$ cat src/rtl/enemy_pkg.sv
// ---------------------------------------------------------------------------
// enemy_pkg
// Shared definitions for the enemy swarm controller and its channels:
//   - mode_e      : Y-motion mode encoding latched by a channel at spawn
//   - ch_state_e  : per-channel FSM state
//   - dir_e       : vertical direction used by the bounce mode
//   - DEF_*       : default screen geometry and timing constants
//   - wrap_spawn_y: folds the random seed into the playfield height
// ---------------------------------------------------------------------------
package enemy_pkg;

  typedef enum logic [1:0] {
    MODE_STRAIGHT = 2'b00,
    MODE_WRAP     = 2'b01,
    MODE_BOUNCE   = 2'b10,
    MODE_RSVD     = 2'b11
  } mode_e;

  typedef enum logic [1:0] {
    ST_IDLE = 2'b00,
    ST_FLY  = 2'b01,
    ST_HIT  = 2'b10
  } ch_state_e;

  typedef enum logic {
    DIR_DOWN = 1'b0,
    DIR_UP   = 1'b1
  } dir_e;

  localparam int unsigned RAND_W        = 10;
  localparam int unsigned DEF_N_ENEMY   = 4;
  localparam int unsigned DEF_W         = 12;
  localparam int unsigned DEF_TICK_DIV  = 1000000;
  localparam int unsigned DEF_X_SPAWN   = 1180;
  localparam int unsigned DEF_X_MIN     = 30;
  localparam int unsigned DEF_Y_MAX     = 700;
  localparam int unsigned DEF_Y_WRAP    = 20;
  localparam int unsigned DEF_DX        = 2;
  localparam int unsigned DEF_DY        = 5;
  localparam int unsigned DEF_HIT_TICKS = 8;

  // Seeds at or above the bottom edge are folded back to just below the
  // top margin so every spawn lands inside the visible band.
  function automatic int unsigned wrap_spawn_y(input logic [RAND_W-1:0] r,
                                               input int unsigned y_max,
                                               input int unsigned y_wrap);
    if (32'(r) < y_max) begin
      return 32'(r);
    end
    return 32'(r) - y_max + y_wrap;
  endfunction

endpackage

$ cat src/rtl/enemy_channel.sv
// ---------------------------------------------------------------------------
// enemy_channel
// One enemy: IDLE -> FLY -> (IDLE | HIT -> IDLE) state machine plus its
// X/Y motion and hit-animation counter.
// Ports:
//   clk, rst        : clock and synchronous active-high reset
//   tick            : movement tick (already suppressed while frozen)
//   spawn           : launch strobe from the arbiter (only honoured in IDLE)
//   spawn_y         : starting Y for a launch
//   spawn_mode      : Y-motion mode latched at launch
//   crash           : hit strobe, only honoured in FLY
//   x, y            : current position
//   active          : channel is flying
//   exploding       : channel is in hit animation
//   idle            : channel can accept a launch
// ---------------------------------------------------------------------------
module enemy_channel
  import enemy_pkg::*;
#(
  parameter int unsigned W         = DEF_W,
  parameter int unsigned X_SPAWN   = DEF_X_SPAWN,
  parameter int unsigned X_MIN     = DEF_X_MIN,
  parameter int unsigned Y_MAX     = DEF_Y_MAX,
  parameter int unsigned Y_WRAP    = DEF_Y_WRAP,
  parameter int unsigned DX        = DEF_DX,
  parameter int unsigned DY        = DEF_DY,
  parameter int unsigned HIT_TICKS = DEF_HIT_TICKS
) (
  input  logic         clk,
  input  logic         rst,
  input  logic         tick,
  input  logic         spawn,
  input  logic [W-1:0] spawn_y,
  input  mode_e        spawn_mode,
  input  logic         crash,
  output logic [W-1:0] x,
  output logic [W-1:0] y,
  output logic         active,
  output logic         exploding,
  output logic         idle
);

  localparam int unsigned HCW = (HIT_TICKS < 2) ? 1 : $clog2(HIT_TICKS);
  localparam logic [HCW-1:0] HIT_LAST = HCW'(HIT_TICKS - 1);

  // Sums and differences are formed one bit wider so the comparisons
  // against the screen edges never see a wrapped value.
  localparam logic [W:0]   X_MIN_E  = (W+1)'(X_MIN);
  localparam logic [W:0]   Y_MAX_E  = (W+1)'(Y_MAX);
  localparam logic [W:0]   DX_E     = (W+1)'(DX);
  localparam logic [W:0]   DY_E     = (W+1)'(DY);
  localparam logic [W:0]   Y_UP_LIM = (W+1)'(Y_WRAP + DY);
  localparam logic [W-1:0] X_HOME   = W'(X_SPAWN);
  localparam logic [W-1:0] Y_HOME   = W'(Y_WRAP);
  localparam logic [W-1:0] Y_BOTTOM = W'(Y_MAX - 1);
  localparam logic [W-1:0] DY_W     = W'(DY);

  ch_state_e      state_q,   state_d;
  dir_e           dir_q,     dir_d;
  mode_e          mode_q,    mode_d;
  logic [W-1:0]   x_q,       x_d;
  logic [W-1:0]   y_q,       y_d;
  logic [HCW-1:0] hit_cnt_q, hit_cnt_d;

  logic [W:0]   x_step;
  logic [W:0]   y_inc;
  logic [W-1:0] y_dec;

  // State register: reset parks the channel at the home position, heading
  // down in straight mode, regardless of anything else happening that cycle.
  always_ff @(posedge clk) begin
    if (rst) begin
      state_q   <= ST_IDLE;
      dir_q     <= DIR_DOWN;
      mode_q    <= MODE_STRAIGHT;
      x_q       <= X_HOME;
      y_q       <= Y_HOME;
      hit_cnt_q <= '0;
    end else begin
      state_q   <= state_d;
      dir_q     <= dir_d;
      mode_q    <= mode_d;
      x_q       <= x_d;
      y_q       <= y_d;
      hit_cnt_q <= hit_cnt_d;
    end
  end

  // Next-state and motion. A crash while flying beats a coincident tick,
  // so the position is frozen exactly where the hit happened. Leaving the
  // screen or finishing the hit animation both return to the home position.
  always_comb begin
    state_d   = state_q;
    dir_d     = dir_q;
    mode_d    = mode_q;
    x_d       = x_q;
    y_d       = y_q;
    hit_cnt_d = hit_cnt_q;
    x_step    = {1'b0, x_q} - DX_E;
    y_inc     = {1'b0, y_q} + DY_E;
    y_dec     = y_q - DY_W;

    case (state_q)
      ST_IDLE: begin
        if (spawn) begin
          state_d = ST_FLY;
          x_d     = X_HOME;
          y_d     = spawn_y;
          mode_d  = spawn_mode;
          dir_d   = DIR_DOWN;
        end
      end

      ST_FLY: begin
        if (crash) begin
          state_d   = ST_HIT;
          hit_cnt_d = '0;
        end else if (tick) begin
          if (x_step <= X_MIN_E) begin
            state_d = ST_IDLE;
            x_d     = X_HOME;
            y_d     = Y_HOME;
            dir_d   = DIR_DOWN;
          end else begin
            x_d = x_step[W-1:0];
            case (mode_q)
              MODE_WRAP: begin
                y_d = (y_inc >= Y_MAX_E) ? Y_HOME : y_inc[W-1:0];
              end
              MODE_BOUNCE: begin
                if (dir_q == DIR_DOWN) begin
                  if (y_inc >= Y_MAX_E) begin
                    y_d   = Y_BOTTOM;
                    dir_d = DIR_UP;
                  end else begin
                    y_d = y_inc[W-1:0];
                  end
                end else begin
                  if ({1'b0, y_q} <= Y_UP_LIM) begin
                    y_d   = Y_HOME;
                    dir_d = DIR_DOWN;
                  end else begin
                    y_d = y_dec;
                  end
                end
              end
              default: begin
                y_d = y_q;
              end
            endcase
          end
        end
      end

      ST_HIT: begin
        if (tick) begin
          if (hit_cnt_q == HIT_LAST) begin
            state_d   = ST_IDLE;
            x_d       = X_HOME;
            y_d       = Y_HOME;
            dir_d     = DIR_DOWN;
            hit_cnt_d = '0;
          end else begin
            hit_cnt_d = hit_cnt_q + 1'b1;
          end
        end
      end

      default: begin
        state_d = ST_IDLE;
      end
    endcase
  end

  // Outputs are pure decodes of the registered state.
  always_comb begin
    x         = x_q;
    y         = y_q;
    active    = (state_q == ST_FLY);
    exploding = (state_q == ST_HIT);
    idle      = (state_q == ST_IDLE);
  end

endmodule

$ cat src/rtl/enemy_swarm_ctrl.sv
// ---------------------------------------------------------------------------
// enemy_swarm_ctrl
// Movement tick divider, lowest-index spawn arbiter and N_ENEMY independent
// enemy channels.
// Ports:
//   clk, rst   : sole clock and synchronous active-high reset
//   freeze     : global pause; holds the tick divider (and thus all motion)
//   spawn_en   : allows a launch on the next tick
//   mode       : Y-motion mode given to the next launched enemy
//   randint    : random Y seed for launches
//   crash      : per-channel hit strobes
//   enemy_x/y  : packed positions, channel i at [i*W +: W]
//   active     : per-channel flying flag
//   exploding  : per-channel hit-animation flag
//   tick       : one-cycle movement tick pulse
// ---------------------------------------------------------------------------
module enemy_swarm_ctrl
  import enemy_pkg::*;
#(
  parameter int unsigned N_ENEMY   = DEF_N_ENEMY,
  parameter int unsigned W         = DEF_W,
  parameter int unsigned TICK_DIV  = DEF_TICK_DIV,
  parameter int unsigned X_SPAWN   = DEF_X_SPAWN,
  parameter int unsigned X_MIN     = DEF_X_MIN,
  parameter int unsigned Y_MAX     = DEF_Y_MAX,
  parameter int unsigned Y_WRAP    = DEF_Y_WRAP,
  parameter int unsigned DX        = DEF_DX,
  parameter int unsigned DY        = DEF_DY,
  parameter int unsigned HIT_TICKS = DEF_HIT_TICKS
) (
  input  logic                 clk,
  input  logic                 rst,
  input  logic                 freeze,
  input  logic                 spawn_en,
  input  logic [1:0]           mode,
  input  logic [RAND_W-1:0]    randint,
  input  logic [N_ENEMY-1:0]   crash,
  output logic [N_ENEMY*W-1:0] enemy_x,
  output logic [N_ENEMY*W-1:0] enemy_y,
  output logic [N_ENEMY-1:0]   active,
  output logic [N_ENEMY-1:0]   exploding,
  output logic                 tick
);

  localparam int unsigned CW = $clog2(TICK_DIV);
  localparam logic [CW-1:0] CNT_LAST = CW'(TICK_DIV - 1);

  logic [CW-1:0]      cnt_q, cnt_d;
  logic [N_ENEMY-1:0] idle;
  logic [N_ENEMY-1:0] spawn_vec;
  logic               spawn_taken;
  logic [W-1:0]       spawn_y;

  // Tick divider register.
  always_ff @(posedge clk) begin
    if (rst) begin
      cnt_q <= '0;
    end else begin
      cnt_q <= cnt_d;
    end
  end

  // The divider simply stops while frozen; tick is masked too so nothing
  // moves and no hit animation advances during a pause.
  always_comb begin
    cnt_d = cnt_q;
    if (!freeze) begin
      cnt_d = (cnt_q == CNT_LAST) ? '0 : cnt_q + 1'b1;
    end
    tick = !freeze && (cnt_q == CNT_LAST);
  end

  // Spawn arbiter: on a tick, hand the launch to the lowest-numbered channel
  // that is idle in its registered state. A channel that drops back to idle
  // on this same tick is still FLY/HIT here, so it waits one more tick.
  always_comb begin
    spawn_vec   = '0;
    spawn_taken = 1'b0;
    if (tick && spawn_en) begin
      for (int i = 0; i < int'(N_ENEMY); i++) begin
        if (idle[i] && !spawn_taken) begin
          spawn_vec[i] = 1'b1;
          spawn_taken  = 1'b1;
        end
      end
    end
  end

  assign spawn_y = W'(wrap_spawn_y(randint, Y_MAX, Y_WRAP));

  for (genvar g = 0; g < int'(N_ENEMY); g++) begin : g_ch
    enemy_channel #(
      .W         (W),
      .X_SPAWN   (X_SPAWN),
      .X_MIN     (X_MIN),
      .Y_MAX     (Y_MAX),
      .Y_WRAP    (Y_WRAP),
      .DX        (DX),
      .DY        (DY),
      .HIT_TICKS (HIT_TICKS)
    ) u_ch (
      .clk        (clk),
      .rst        (rst),
      .tick       (tick),
      .spawn      (spawn_vec[g]),
      .spawn_y    (spawn_y),
      .spawn_mode (mode_e'(mode)),
      .crash      (crash[g]),
      .x          (enemy_x[g*W +: W]),
      .y          (enemy_y[g*W +: W]),
      .active     (active[g]),
      .exploding  (exploding[g]),
      .idle       (idle[g])
    );
  end

endmodule

$ cat config.mk
export PLATFORM = sky130hd
export DESIGN_NAME = enemy_swarm_ctrl
export DESIGN_NICKNAME = d
export VERILOG_FILES = /design/src/rtl/enemy_pkg.sv /design/src/rtl/enemy_channel.sv /design/src/rtl/enemy_swarm_ctrl.sv
export SDC_FILE = /design/constraint.sdc
export NUM_CORES = 1
export LEC_CHECK = 0
export CORE_MARGIN = 3
export CORE_UTILIZATION = 30
export DETAILED_ROUTE_END_ITERATION = 16
export DONT_BUFFER_PORTS = 1
export PLACE_DENSITY_LB_ADDON = 0.2
export SLEW_MARGIN = 5
export SYNTH_ARGS = -nofsm -noshare
export SYNTH_HDL_FRONTEND = slang
export SYNTH_SLANG_ARGS = --single-unit
$ cat constraint.sdc
create_clock -name clk -period 2.6 [get_ports clk]
set_input_delay 0.52 -clock clk [delete_from_list [all_inputs] [get_ports clk]]
set_output_delay 0.52 -clock clk [all_outputs]
set_load 0.05 [all_outputs]
==> metrics.csv, run 1 <==
metric;value;unit
place_hpwl;28.6;mm
yosysMostFrequentCell;nor2_1;
drtIter0Drc;909;
nNetsFinal;1743;
hold_path_class;input port to flip-flop;
gp_congestion;0.923;
synth_top_area_frac;0.269;
post-route-period-util;1.01;
drt-met1-wl;17.7;mm
yosys.area.top_type;dfxtp_1;
synthArstFlopShare;0;
fp.dieH;195;um
final_cells;2147;
grt_antenna_before_repair;2;
setup_viol;1;
whs;0.144;ns
endpoint_kind;flip-flop;
critPathKind;flip-flop to flip-flop;
area_growth;35.8;%
met3_length;2.41;mm
ant_nets;0;
synth_cells;1450;
post-place-ws;-0.139;ns
ys_seq_area_frac;0.269;
clock_sinks;144;
die_x;195;um
synth_edf_count;0;
yosys_warnings;0;
skew;0.0131;ns
layout_setup_ws;-0.0149;ns
drt-wirelength-per-cell;17.9;um
wl_met2;17.7;mm
final-hold-violation-count;0;
ys.flop_type;dfxtp_1;
power_density;344;mW/mm2
failed_checks;setup timing;
grt_pass1_vias;10900;
final_util;0.418;
core;0.0349;mm2
crit_fanout;4;
row_count;68;
synth_cell_type_count;85;
grt_start_max_net_pins;73;
status;complete, but fails checks;
cts_buffer_depth;2;
antenna_cells;0;
ir_drop;0.412;mV
synth_area_leaders;dfxtp_1 27%, nor2_1 5.7%, o21ai_0 5.5%;
maxCapViolations;0;
track_usage;0.193;
power_leakage;5.70;nW
required;2.97;ns
portBuffers;0;
finalSetupTns;-0.0149;ns
via_count;11600;
routed.top_layer;met5;
stdcell_area;0.0146;mm2
timing.fmax;382;MHz
tightest_slew;0.517;ns
netlist_area;0.0107;mm2
cts_tree;done;
finalPower;5.02;mW
cts_inserted_buffers;17;
post_dp_cell_area;0.0132;mm2
dp_cells;2093;
overflow;0;
slew_headroom;0.654;
drcViolationCount;0;
layout_min_cycle_time;2.61;ns
drv_slew;0;
routed_wl;38.4;mm
drtPass1Iterations;5;
crit_arrival;2.98;ns
crit_path_start_kind;flip-flop;
ctsHoldBuffers;0;
avgSynthCellArea;7.40;um2
h-tree-depth;4;
synth_seq_cells;144;
clk_pin_slew;0.06;ns
via_per_inst;5.40;
grt_setup_unrepaired;true;
synthTopCellsByCount;163 x nor2_1, 144 x dfxtp_1, 128 x nand2_1, 117 x o21ai_0, 115 x a21oi_1;
root_buffer;clkbuf_16;
dieArea;0.0381;mm2
drive_gt1_frac;0.291;
grt_pass1_wl;60.5;mm
pin_count;125;
insertion_delay;0.44;ns
start_util;0.308;
-- cells in the final DEF, fill, tap and decap left out, drive strengths merged, types with 37 or more instances in the layout --
master and count:
a21oi 115, buf 293, dfxtp 144, ha 44, inv 59, nand2 128, nand3 40, nor2 163
nor3 37, o21ai 121, xnor2 50, xor2 51
-- report_power, final --
group,switching [mW],internal [mW],total [mW],leakage [nW]
combinational,0.140,0.0869,0.227,4.23
sequential,0.00373,2.20,2.20,1.17
clock,1.06,1.53,2.59,0.296
-- final cells by class --
type / instances / area (um2)
Timing Repair Buffer: 294 / 2350
Clock buffer: 18 / 439
Sequential cell: 144 / 2970
Clock inverter: 14 / 163
Tap cell: 455 / 569
Fill cell: 3543 / 20300
Inverter: 58 / 225
Multi-Input combinational cell: 1164 / 7860
-- timing repair --
| action | CTS | global route |
|---|---|---|
| setup endpoints to repair | 17 | 78 |
| resized for setup | 24 | 113 |
| setup buffers | 1 | 19 |
| pin swaps | 4 | 42 |
| gates cloned | 0 | 2 |
-- routing by layer --
layer | vias up | GRT usage
met5 | - | 0
met4 | 2 | 0.0486
met3 | 41 | 0.0419
met2 | 321 | 0.308
met1 | 5527 | 0.265
li1 | 5708 | -
-- sequential cells by signal, summed over array words and instances (netlist names) --
register             flops
cnt_q                   20
g_ch.u_ch.dir_q          4
g_ch.u_ch.hit_cnt_q     12
g_ch.u_ch.mode_q         8
g_ch.u_ch.state_q        8
g_ch.u_ch.x             44
g_ch.u_ch.y             48
-- critical path, cell delays in order, from the launching register on --
cell and delay, ns:
dfxtp_4 0.35, or4_4 0.54, o21ai_2 0.13, nand4_1 0.14
or2_1 0.25, a311o_1 0.30, a211o_1 0.36, or3_1 0.34
a21oi_1 0.14
-- path summary, 6_finish.rpt --
kind	start	end	slack, ns	cells after the start
hold / removal	rst	g_ch[1].u_ch.x[9]	0.14	1
setup / recovery	g_ch[1].u_ch.x[1]	g_ch[1].u_ch.y[11]	-0.01	8
hold reg to reg	g_ch[1].u_ch.hit_cnt_q[2]	g_ch[1].u_ch.hit_cnt_q[2]	0.45	2
setup reg to reg	g_ch[1].u_ch.x[1]	g_ch[1].u_ch.y[11]	-0.01	8
-- cell families (layout without fill, tap and decap cells) --
| group | after synthesis | in the layout | share of synthesized area |
|---|---|---|---|
| buffers and inverters | 145 | 384 | 0.0562 |
| AND/OR/NAND/NOR | 563 | 563 | 0.263 |
| other | 1 | 4 | 0.000349 |
| AO/OA/AOI/OAI | 429 | 429 | 0.257 |
| multiplexers | 22 | 22 | 0.0207 |
| XOR/XNOR | 101 | 101 | 0.0824 |
| flip-flops | 144 | 144 | 0.268 |
| adder cells (fa/ha/maj) | 45 | 45 | 0.0522 |
No activity file was read; power rests on OpenSTA's default activity.
==> run 2, diff against run 1 <==
==> constraint.sdc (replaced) <==
create_clock -name clk -period 2.4 [get_ports clk]
set_input_delay 0.48 -clock clk [delete_from_list [all_inputs] [get_ports clk]]
set_output_delay 0.48 -clock clk [all_outputs]
set_load 0.05 [all_outputs]
==> run 2 against run 1 <==
Compared with the run above:
- the flow still finishes with violations (setup timing)
- sequential power up 8%
- clock skew up 0.0039 ns
- combinational power increased by 19%
==> metrics.csv, run 2 (same netlist as run 1, synthesis figures left out) <==
metric;value;unit;change
core;0.0349;mm2;unchanged
nNetsFinal;1868;;+7.2%
place_hpwl;29.4;mm;+2.8%
finalPower;5.52;mW;+10%
insertion_delay;0.43;ns;about the same
drtPass1Iterations;7;;+2
grt_start_max_net_pins;73;;unchanged
fill_cells;3450;;-2.6%
post_dp_cell_area;0.0142;mm2;+7.3%
setup_viol;47;;+46
status;complete, but fails checks;;
track_usage;0.200;;+0.00737
p_switching;1.27;mW;+5.4%
grt_pass1_wl;63.0;mm;+4.2%
final_cells;2272;;+5.8%
via_per_inst;5.39;;-0.22%
clock_sinks;144;;unchanged
crit_path_start_kind;flip-flop;;
final-hold-violation-count;0;;unchanged
swShare;0.230;;-0.0101
root_buffer;clkbuf_16;;
finalSetupTns;-2.35;ns;-2.34 ns
hold_path_class;input port to flip-flop;;
stdcell_area;0.0164;mm2;+13%
drcViolationCount;0;;unchanged
overflow;0;;unchanged
drt-wirelength-per-cell;17.7;um;-0.89%
reg2reg_slack;-0.14;ns;-0.13 ns
fp.dieH;195;um;unchanged
skew;0.0170;ns;+0.00392 ns
grt_antenna_before_repair;0;;-2
maxCapViolations;0;;unchanged
final_util;0.471;;+0.0527
die_x;195;um;unchanged
power_frac_comb;0.049;;+0.004
final_cell_mix;369 x buf_4, 146 x nor2_1, 112 x nand2_1;;
power_frac_seq;0.429;;-0.009
power_density;336;mW/mm2;-2.3%
crit_fanout;4;;unchanged
routed_wl;40.3;mm;+4.9%
dieArea;0.0381;mm2;unchanged
antenna_cells;0;;unchanged
cts_buffer_depth;2;;unchanged
failed_checks;setup timing;;
ant_nets;0;;unchanged
cts_inserted_buffers;17;;unchanged
layout_min_cycle_time;2.54;ns;-0.0745 ns
tightest_slew;0.538;ns;+0.0208 ns
whs;0.108;ns;-0.0363 ns
power_leakage;6.50;nW;+14%
clk_pin_slew;0.06;ns;about the same
timing.fmax;394;MHz;+2.9%
crit_arrival;2.89;ns;-0.09 ns
pin_count;125;;unchanged
start_util;0.308;;unchanged
drive_gt1_frac;0.401;;+0.110
grt_setup_unrepaired;true;;
gp_congestion;0.876;;-5.1%
post-route-period-util;1.06;;+0.0528
clkPwrFrac;0.522;;+0.006
ir_drop;0.409;mV;-0.83%
p_int;4.26;mW;+11%
dp_cells;2187;;+4.5%
endpoint_kind;flip-flop;;
grt_pass1_vias;11600;;+6.5%
layout_setup_ws;-0.140;ns;-0.125 ns
required;2.75;ns;-0.22 ns
row_count;68;;unchanged
h-tree-depth;4;;unchanged
post-place-ws;-0.284;ns;-0.145 ns
critPathKind;flip-flop to flip-flop;;
largest_reg_flops;48;;unchanged
drv_slew;0;;unchanged
portBuffers;0;;unchanged
slew_headroom;0.641;;-0.0126
cts_tree;done;;
final_common_cell;buf_4;;
area_growth;52.9;%;
drtIter0Drc;745;;-18%
via_count;12200;;+5.6%
[run 2: cell count changes in the layout (fill, tap and decap cells not counted), sizes merged]
cell      previous run  this run
buf                293       418
clkbuf              19        24
clkinv               8         6
clkinvlp             2         0
inv                 59        58
[run 2: routing by layer]
layer / share of wire / vias to the layer above / track usage
met4: 0.015 / 0 / 0.0512
met2: 0.48 / 348 / 0.327
met1: 0.45 / 5882 / 0.272
li1: - / 5963 / -
met3: 0.053 / 54 / 0.0390
met5: 0 / - / 0
[run 2: power by group through the flow]
stage / Sequential [mW] / Combinational, mW / Clock (mW)
finish: 2.37 / 0.270 / 2.89
floorplan: 2.42 / 0.150 / 0
CTS: 2.37 / 0.253 / 2.96
global placement: 2.42 / 0.243 / 0
detailed placement: 2.42 / 0.244 / 0
global route: 2.37 / 0.291 / 3.07
[run 2: final timing paths]
| path | from | endpoint | depth (start not counted) |
|---|---|---|---|
| worst max register to register | g_ch[1].u_ch.x[1] | g_ch[1].u_ch.y[11] | 8 |
| worst min-delay path | rst | g_ch[1].u_ch.x[9] | 1 |
| worst max-delay path | g_ch[1].u_ch.x[1] | g_ch[1].u_ch.y[11] | 8 |
| worst min register to register | g_ch[2].u_ch.hit_cnt_q[1] | g_ch[2].u_ch.hit_cnt_q[1] | 2 |
[run 2: area by class of cell]
cell class / instances / area [um2] / area share
Multi-Input combinational cell: 1164 / 8560 / 0.522
Inverter: 58 / 228 / 0.0139
Clock inverter: 9 / 128 / 0.00777
Sequential cell: 144 / 3020 / 0.184
Clock buffer: 23 / 499 / 0.0304
Tap cell: 455 / 569 / 0.0347
Timing Repair Buffer: 419 / 3410 / 0.208
[run 2: what timing repair did]
action | 4_1_cts | 5_1_grt
hold buffers | 0 | 0
gates cloned | 1 | 2
setup buffers | 22 | 30
pin swaps | 63 | 87
resized for setup | 125 | 186
setup endpoints to repair | 84 | 106
[run 2: critical path: stages, from the launching register on]
cell     delay [ns]
dfxtp_4        0.35
or4_4          0.54
o21ai_2        0.12
nand4_1        0.12
or2_1          0.27
a311o_1        0.30
a211o_1        0.34
or3_1          0.32
a21oi_1        0.12
